File: src/rtl/keypad_matrix_emulator.sv
// keypad_matrix_emulator: 4x4 keypad responder with press/hold/release timing; KEYPAD_EMU_BOUNCE_EN adds contact bounce
module keypad_matrix_emulator #(
  parameter int HOLD_CYCLES    = 5400,
  parameter int GAP_CYCLES     = 540,
  parameter int BOUNCE_PERIOD  = 8,
  parameter int BOUNCE_TOGGLES = 4
) (
  input  logic       clk,
  input  logic       reset,
  input  logic [3:0] key_code,
  input  logic       press_req,
  output logic       busy,
  output logic       done,
  input  logic [3:0] columna_i,
  output logic [3:0] key_out
);
  localparam int MAXC = (HOLD_CYCLES > GAP_CYCLES) ?
                        ((HOLD_CYCLES > BOUNCE_PERIOD) ? HOLD_CYCLES : BOUNCE_PERIOD) :
                        ((GAP_CYCLES > BOUNCE_PERIOD) ? GAP_CYCLES : BOUNCE_PERIOD);
  localparam int CW = $clog2(MAXC + 1);
  typedef enum logic [2:0] {IDLE, BOUNCE_IN, HOLD, BOUNCE_OUT, GAP} state_t;
  state_t state_q, state_d;
  logic [CW-1:0] cnt_q, cnt_d;
  logic [1:0] row_q, col_q;
  logic contact_q, contact_d, done_d, latch;
`ifdef KEYPAD_EMU_BOUNCE_EN
  localparam int PW = $clog2(BOUNCE_TOGGLES + 1);
  logic [PW-1:0] phase_q, phase_d;
  logic last_phase;
  assign last_phase = phase_q == PW'(BOUNCE_TOGGLES - 1);
  // bounce phase counter, restarted on entry to each bounce state
  always_ff @(posedge clk or posedge reset)
    if (reset) phase_q <= '0;
    else phase_q <= phase_d;
`endif
  // state, timing counter, latched key, contact and done pulse
  always_ff @(posedge clk or posedge reset)
    if (reset) begin
      state_q   <= IDLE;
      cnt_q     <= '0;
      row_q     <= '0;
      col_q     <= '0;
      contact_q <= 1'b0;
      done_q_reg: done <= 1'b0;
    end else begin
      state_q   <= state_d;
      cnt_q     <= cnt_d;
      contact_q <= contact_d;
      done      <= done_d;
      if (latch) {row_q, col_q} <= key_code;
    end
  // next-state: each state counts its down-counter to zero, reloading on entry to the next
  always_comb begin
    state_d = state_q;
    cnt_d   = (cnt_q == '0) ? cnt_q : cnt_q - CW'(1);
    done_d  = 1'b0;
    latch   = 1'b0;
`ifdef KEYPAD_EMU_BOUNCE_EN
    phase_d = phase_q;
`endif
    case (state_q)
      IDLE: if (press_req) begin
        latch = 1'b1;
`ifdef KEYPAD_EMU_BOUNCE_EN
        state_d = BOUNCE_IN;
        cnt_d   = CW'(BOUNCE_PERIOD - 1);
        phase_d = '0;
`else
        state_d = HOLD;
        cnt_d   = CW'(HOLD_CYCLES - 1);
`endif
      end
`ifdef KEYPAD_EMU_BOUNCE_EN
      BOUNCE_IN: if (cnt_q == '0) begin
        state_d = last_phase ? HOLD : BOUNCE_IN;
        cnt_d   = last_phase ? CW'(HOLD_CYCLES - 1) : CW'(BOUNCE_PERIOD - 1);
        phase_d = phase_q + PW'(1);
      end
      HOLD: if (cnt_q == '0) begin
        state_d = BOUNCE_OUT;
        cnt_d   = CW'(BOUNCE_PERIOD - 1);
        phase_d = '0;
      end
      BOUNCE_OUT: if (cnt_q == '0) begin
        state_d = last_phase ? GAP : BOUNCE_OUT;
        cnt_d   = last_phase ? CW'(GAP_CYCLES - 1) : CW'(BOUNCE_PERIOD - 1);
        phase_d = phase_q + PW'(1);
      end
`else
      HOLD: if (cnt_q == '0) begin
        state_d = GAP;
        cnt_d   = CW'(GAP_CYCLES - 1);
      end
`endif
      GAP: if (cnt_q == '0) begin
        state_d = IDLE;
        done_d  = 1'b1;
      end
      default: state_d = IDLE;
    endcase
  end
  // outputs: contact follows the upcoming state/phase so it closes the cycle after acceptance
  always_comb begin
`ifdef KEYPAD_EMU_BOUNCE_EN
    contact_d = (state_d == HOLD) | ((state_d == BOUNCE_IN) & ~phase_d[0]) |
                ((state_d == BOUNCE_OUT) & phase_d[0]);
`else
    contact_d = state_d == HOLD;
`endif
    busy = state_q != IDLE;
    key_out = 4'b1111;
    key_out[row_q] = ~(contact_q & ~columna_i[col_q]);
  end
endmodule

File: config.mk
export PLATFORM = sky130hd
export DESIGN_NAME = keypad_matrix_emulator
export DESIGN_NICKNAME = d
export VERILOG_FILES = /design/src/rtl/keypad_matrix_emulator.sv
export SDC_FILE = /design/constraint.sdc
export NUM_CORES = 1
export LEC_CHECK = 0
export ABC_AREA = 1
export ABC_CLOCK_PERIOD_IN_PS = 4700
export CAP_MARGIN = 30
export CORE_UTILIZATION = 55
export CTS_CLUSTER_SIZE = 40
export DETAILED_ROUTE_END_ITERATION = 8
export HOLD_SLACK_MARGIN = 0.05
export PLACE_DENSITY_LB_ADDON = 0.12
export SKIP_CTS_REPAIR_TIMING = 1
export SLEW_MARGIN = 20
export SYNTH_ARGS = -nofsm -noshare
export SYNTH_HDL_FRONTEND = slang
export SYNTH_SLANG_ARGS = --single-unit
File: constraint.sdc
create_clock -name clk -period 4.7 [get_ports clk]
set_input_delay 0.705 -clock clk [delete_from_list [all_inputs] [get_ports clk]]
set_output_delay 0.705 -clock clk [all_outputs]
set_load 0.02 [all_outputs]
; Word-level counts from Yosys, hierarchy flattened
; Index checks and enable logic that the tools add are counted.
; W data, S select, Z words.
[totals]
register_bits = 22
in_bits = 11
out_inout_bits = 6
[classes]
n_addsub = 1
magnitude_cmp = 3
eq_ne = 3
n_mux = 16
n_bitwise = 5
reduce_logical = 4
[op_table]
columns = op, count
row1 = $mux W13, 3
row2 = $pmux W13 S2, 1
row3 = $logic_not A13 Y1, 1
row4 = $sub A13 B1 Y13 const B, 1
row5 = $mux W3, 3
row6 = $pmux W3 S3, 1
row7 = $eq A3 B2 Y1 const B, 2
row8 = $lt A2 B3 Y1 const B, 2
row9 = $mux W1, 6
row10 = $not A4 Y4, 1
row11 = $or A4 B4 Y4, 1
row12 = $eq A3 B3 Y1 const B, 1
row13 = $logic_not A3 Y1, 1
row14 = $reduce_bool A3 Y1, 1
row15 = $bmux W1 S2, 1
row16 = $demux W1 S2, 1
row17 = $ge A2 B1 Y1 const B, 1
row18 = $not A1 Y1, 2
row19 = $and A1 B1 Y1, 1
row20 = $logic_and A1 B1 Y1, 1

; Logic depth before layout (Yosys ltp)
[depth]
ltp_word = 6
ltp_mapped = 10

; Worst setup path before layout
; No wires, ideal clock.
[synth_timing]
kind = input to output
start = input columna_i[0]
end = output key_out[0]
t_arrival_ns = 1.440
slack_ns = 2.555
stages = 5
n_path_buf = 0
path_cell_list = or2_2 o211ai_1 o211ai_1 nor2_1 nand2_1
[synth_via]
elab_chain_cells = 6
[synth_lines]
columns = element, line
row1 = from (decl), 14  ; input logic [3:0] columna_i,
row2 = $bmux W1 S2, 112  ; key_out[row_q] = ~(contact_q & ~columna_i[col_q]);
row3 = $mux W1 (implied by the code), 112
row4 = $not A1 Y1, 112
row5 = $and A1 B1 Y1, 112
row6 = $not A1 Y1, 112
row7 = $or A4 B4 Y4 (no line), n/a
row8 = to (decl), 15  ; output logic [3:0] key_out
; Every way passes these cells. The select of a mux whose other input is x is not followed.

; Worst setup path after layout
[layout_timing]
start = input columna_i[0]
end = output key_out[1]
; Same word-level chain as after synthesis.

==> results.py <==
metrics = {
    "place": {
        "finalWeightedCongestion": 0.904,
        "pre_cts_ws_ns": 1.63,
        "post-dp-hpwl_um": 2060,
        "io_buffer_count": 16,
        "dpl-instance-area_mm2": 0.00145,
    },
    "cts": {
        "cts_inserted_buffers": 3,
        "htreeDepth": 1,
        "cts_root_buf": "clkbuf_4",
        "cts_tree": "done",
        "cts.sinks": 22,
        "clockBufferDepth": 2,
        "clock_latency_ns": 0.30,
        "clk_pin_slew_ns": 0.12,
    },
    "timing": {
        "worst_pin_slew_ns": 0.563,
        "grt_setup_unrepaired": "false",
        "setup_viol": 0,
        "finalClockSkew_ns": 0.00301,
        "tns_ns": 0,
        "finalWorstSetupSlack_ns": 1.63,
        "period_needed_ns": 3.07,
        "max_clock_freq_ghz": 0.325,
        "max-slew-margin-rel_pct": 62.4,
        "hold_violations": 0,
        "fin_crit_sh_pct": 65.4,
        "drv_slew": 0,
    },
    "synth": {
        "syn-cell-area_mm2": 0.00126,
        "synth_area_per_cell_um2": 7.60,
        "yosysWarnings": 0,
        "ys_seq_area_share_pct": 43.7,
        "ys_ff_latch": 22,
        "syn_nets": 180,
        "synthCells": 166,
        "synth_cell_types": 21,
    },
    "route": {
        "drt_iter0_markers": 32,
        "wl_per_cell_um": 12.6,
        "antenna_left": 0,
        "route.detailed.drc": 0,
        "first_pass_iters": 4,
        "vias": 1097,
        "wl_um": 2670,
        "vias_per_cell": 5.17,
    },
    "die": {
        "die_x_um": 49.9,
        "ios": 17,
        "rows": 16,
        "dieArea_mm2": 0.00249,
        "core_area_mm2": 0.00206,
        "initial_core_util_pct": 61.2,
        "dieHeight_um": 49.9,
    },
    "worst_setup_path": {
        "critPathTopFamily": "buffers and inverters",
        "endpoint_kind": "output pin",
        "critPathSlowestCell": "clkdlybuf4s50_1",
        "cp.arrival_ns": 2.37,
        "crit_type": "in2out",
        "cp.required_ns": 3.99,
        "path_cells": "clkdlybuf4s50_1, or2_2, o211ai_1, o211ai_1, nor2_1, nand2_1, clkdlybuf4s50_1",
        "worstPathBufferInverterCount": 2,
        "cp_max_fo": 2,
        "max_stage_delay_ns": 0.54,
        "startpoint_type": "input port",
    },
    "power_and_ir_drop": {
        "irDropWorstVdd_mv": 0.228,
        "cellPowerDensity_mw_per_mm2": 368,
        "p_leak_nw": 0.732,
        "fin_total_pwr_uw": 546,
    },
    "global_routing": {
        "grt_pass1_vias": 1121,
        "grt-ovfl-total": 0,
        "grt_first_pass_wirelength_um": 4820,
        "grt_antenna_before_repair": 0,
        "grt_max_degree": 23,
        "grt_util_all_layers_pct": 25.8,
    },
    "finish": {
        "final_nets": 201,
        "layout_common_cells": "nand2_1 (33), inv_1 (26), nor2_1 (25)",
        "fin_util_pct": 72.0,
        "drive_gt1_share_pct": 11.9,
        "n_antenna_cell": 0,
        "area.growth.synth_to_final_pct": 17.7,
        "final_common_cell": "nand2_1",
        "final_cell_area_mm2": 0.00148,
    },
    "hold_path": {
        "min_path_type": "reg2reg",
    },
    "run": {
        "drv_cap": 0,
    },
    "outcome": {
        "status": "complete, no violations",
    },
}
where the power goes:
group	internal [mW]	total [mW]	switching (mW)
logic	0.0752	0.207	0.132
clock network	0.0299	0.0857	0.0559
registers	0.225	0.253	0.0286
cells by family after synthesis:
kind of cell,count (synthesis),synth area share [%]
flip-flops,22,43.7
other,1,0.297
XOR/XNOR,3,2.08
AO/OA/AOI/OAI,20,8.83
AND/OR/NAND/NOR,84,32.2
adder cells (fa/ha/maj),3,2.98
buffers and inverters,33,9.92
through the flow:
| stage | cells | hold WS (ns) |
|---|---|---|
| floorplan | 166 | 0.499 |
| global placement | 208 | 0.511 |
| detailed placement | 208 | 0.531 |
| CTS | 211 | 0.550 |
| global route | 212 | 0.570 |
| finish | 212 | 0.545 |
worst paths after layout:
path                                    from    endpoint  slack (ns)  cells past startpoint
worst max-delay path            columna_i[0]  key_out[1]        1.63                      7
worst min-delay path              state_q[0]        done        0.54                      3
worst max register to register      cnt_q[0]    cnt_q[1]        2.75                      8
worst min register to register    state_q[0]        done        0.54                      3
max in group asynchronous              reset  state_q[1]        3.53                      3
min in group asynchronous              reset    cnt_q[8]        0.71                      2
per-layer routing:
layer	vias to the layer above	part of all wire (%)	track usage (%)	routed length (um)
met3	4	2.4	3.70	63
li1	552	-	-	-
met4	0	1.0	7.14	28
met2	19	50	45.3	1340
met1	522	46	32.6	1240
met5	-	0	0	0
flip-flops by register name, indices dropped and copies added, names as in the netlist:
register	count
cnt_q	13
col_q	2
contact_q	1
done	1
row_q	2
state_q	3
tightest hold or removal path: stages, from the launching register on:
cell and delay (ns):
dfrtp_1 0.37, nor2_1 0.05, nand2_1 0.06, nor2_1 0.05
final cells by class:
| class | instances | area, um2 |
|---|---|---|
| flip-flops and latches | 22 | 551 |
| clock buffers | 3 | 22.5 |
| well taps | 27 | 33.8 |
| repair buffers | 17 | 171 |
| multi-input cells | 111 | 586 |
| fillers | 172 | 578 |
| inverters | 32 | 120 |
synthesized netlist by cell type:
| cell | count | area (um2) |
|---|---|---|
| a21oi_1 | 1 | 5.00 |
| a21oi_2 | 1 | 8.76 |
| buf_2 | 1 | 5.00 |
| clkinv_1 | 1 | 3.75 |
| conb_1 | 1 | 3.75 |
| dfrtp_1 | 22 | 551 |
| ha_1 | 3 | 37.5 |
| inv_1 | 26 | 97.6 |
| inv_2 | 5 | 18.8 |
| nand2_1 | 33 | 124 |
| nand2_2 | 4 | 25.0 |
| nand2_4 | 3 | 33.8 |
| nand3_1 | 11 | 55.1 |
| nand4_1 | 3 | 18.8 |
| nor2_1 | 25 | 93.8 |
| nor2_4 | 3 | 33.8 |
| nor3_4 | 1 | 16.3 |
| o211ai_1 | 3 | 22.5 |
| o21ai_0 | 15 | 75.1 |
| or2_2 | 1 | 6.26 |
| xor2_1 | 3 | 26.3 |
Power figures use the tool's default switching activity.
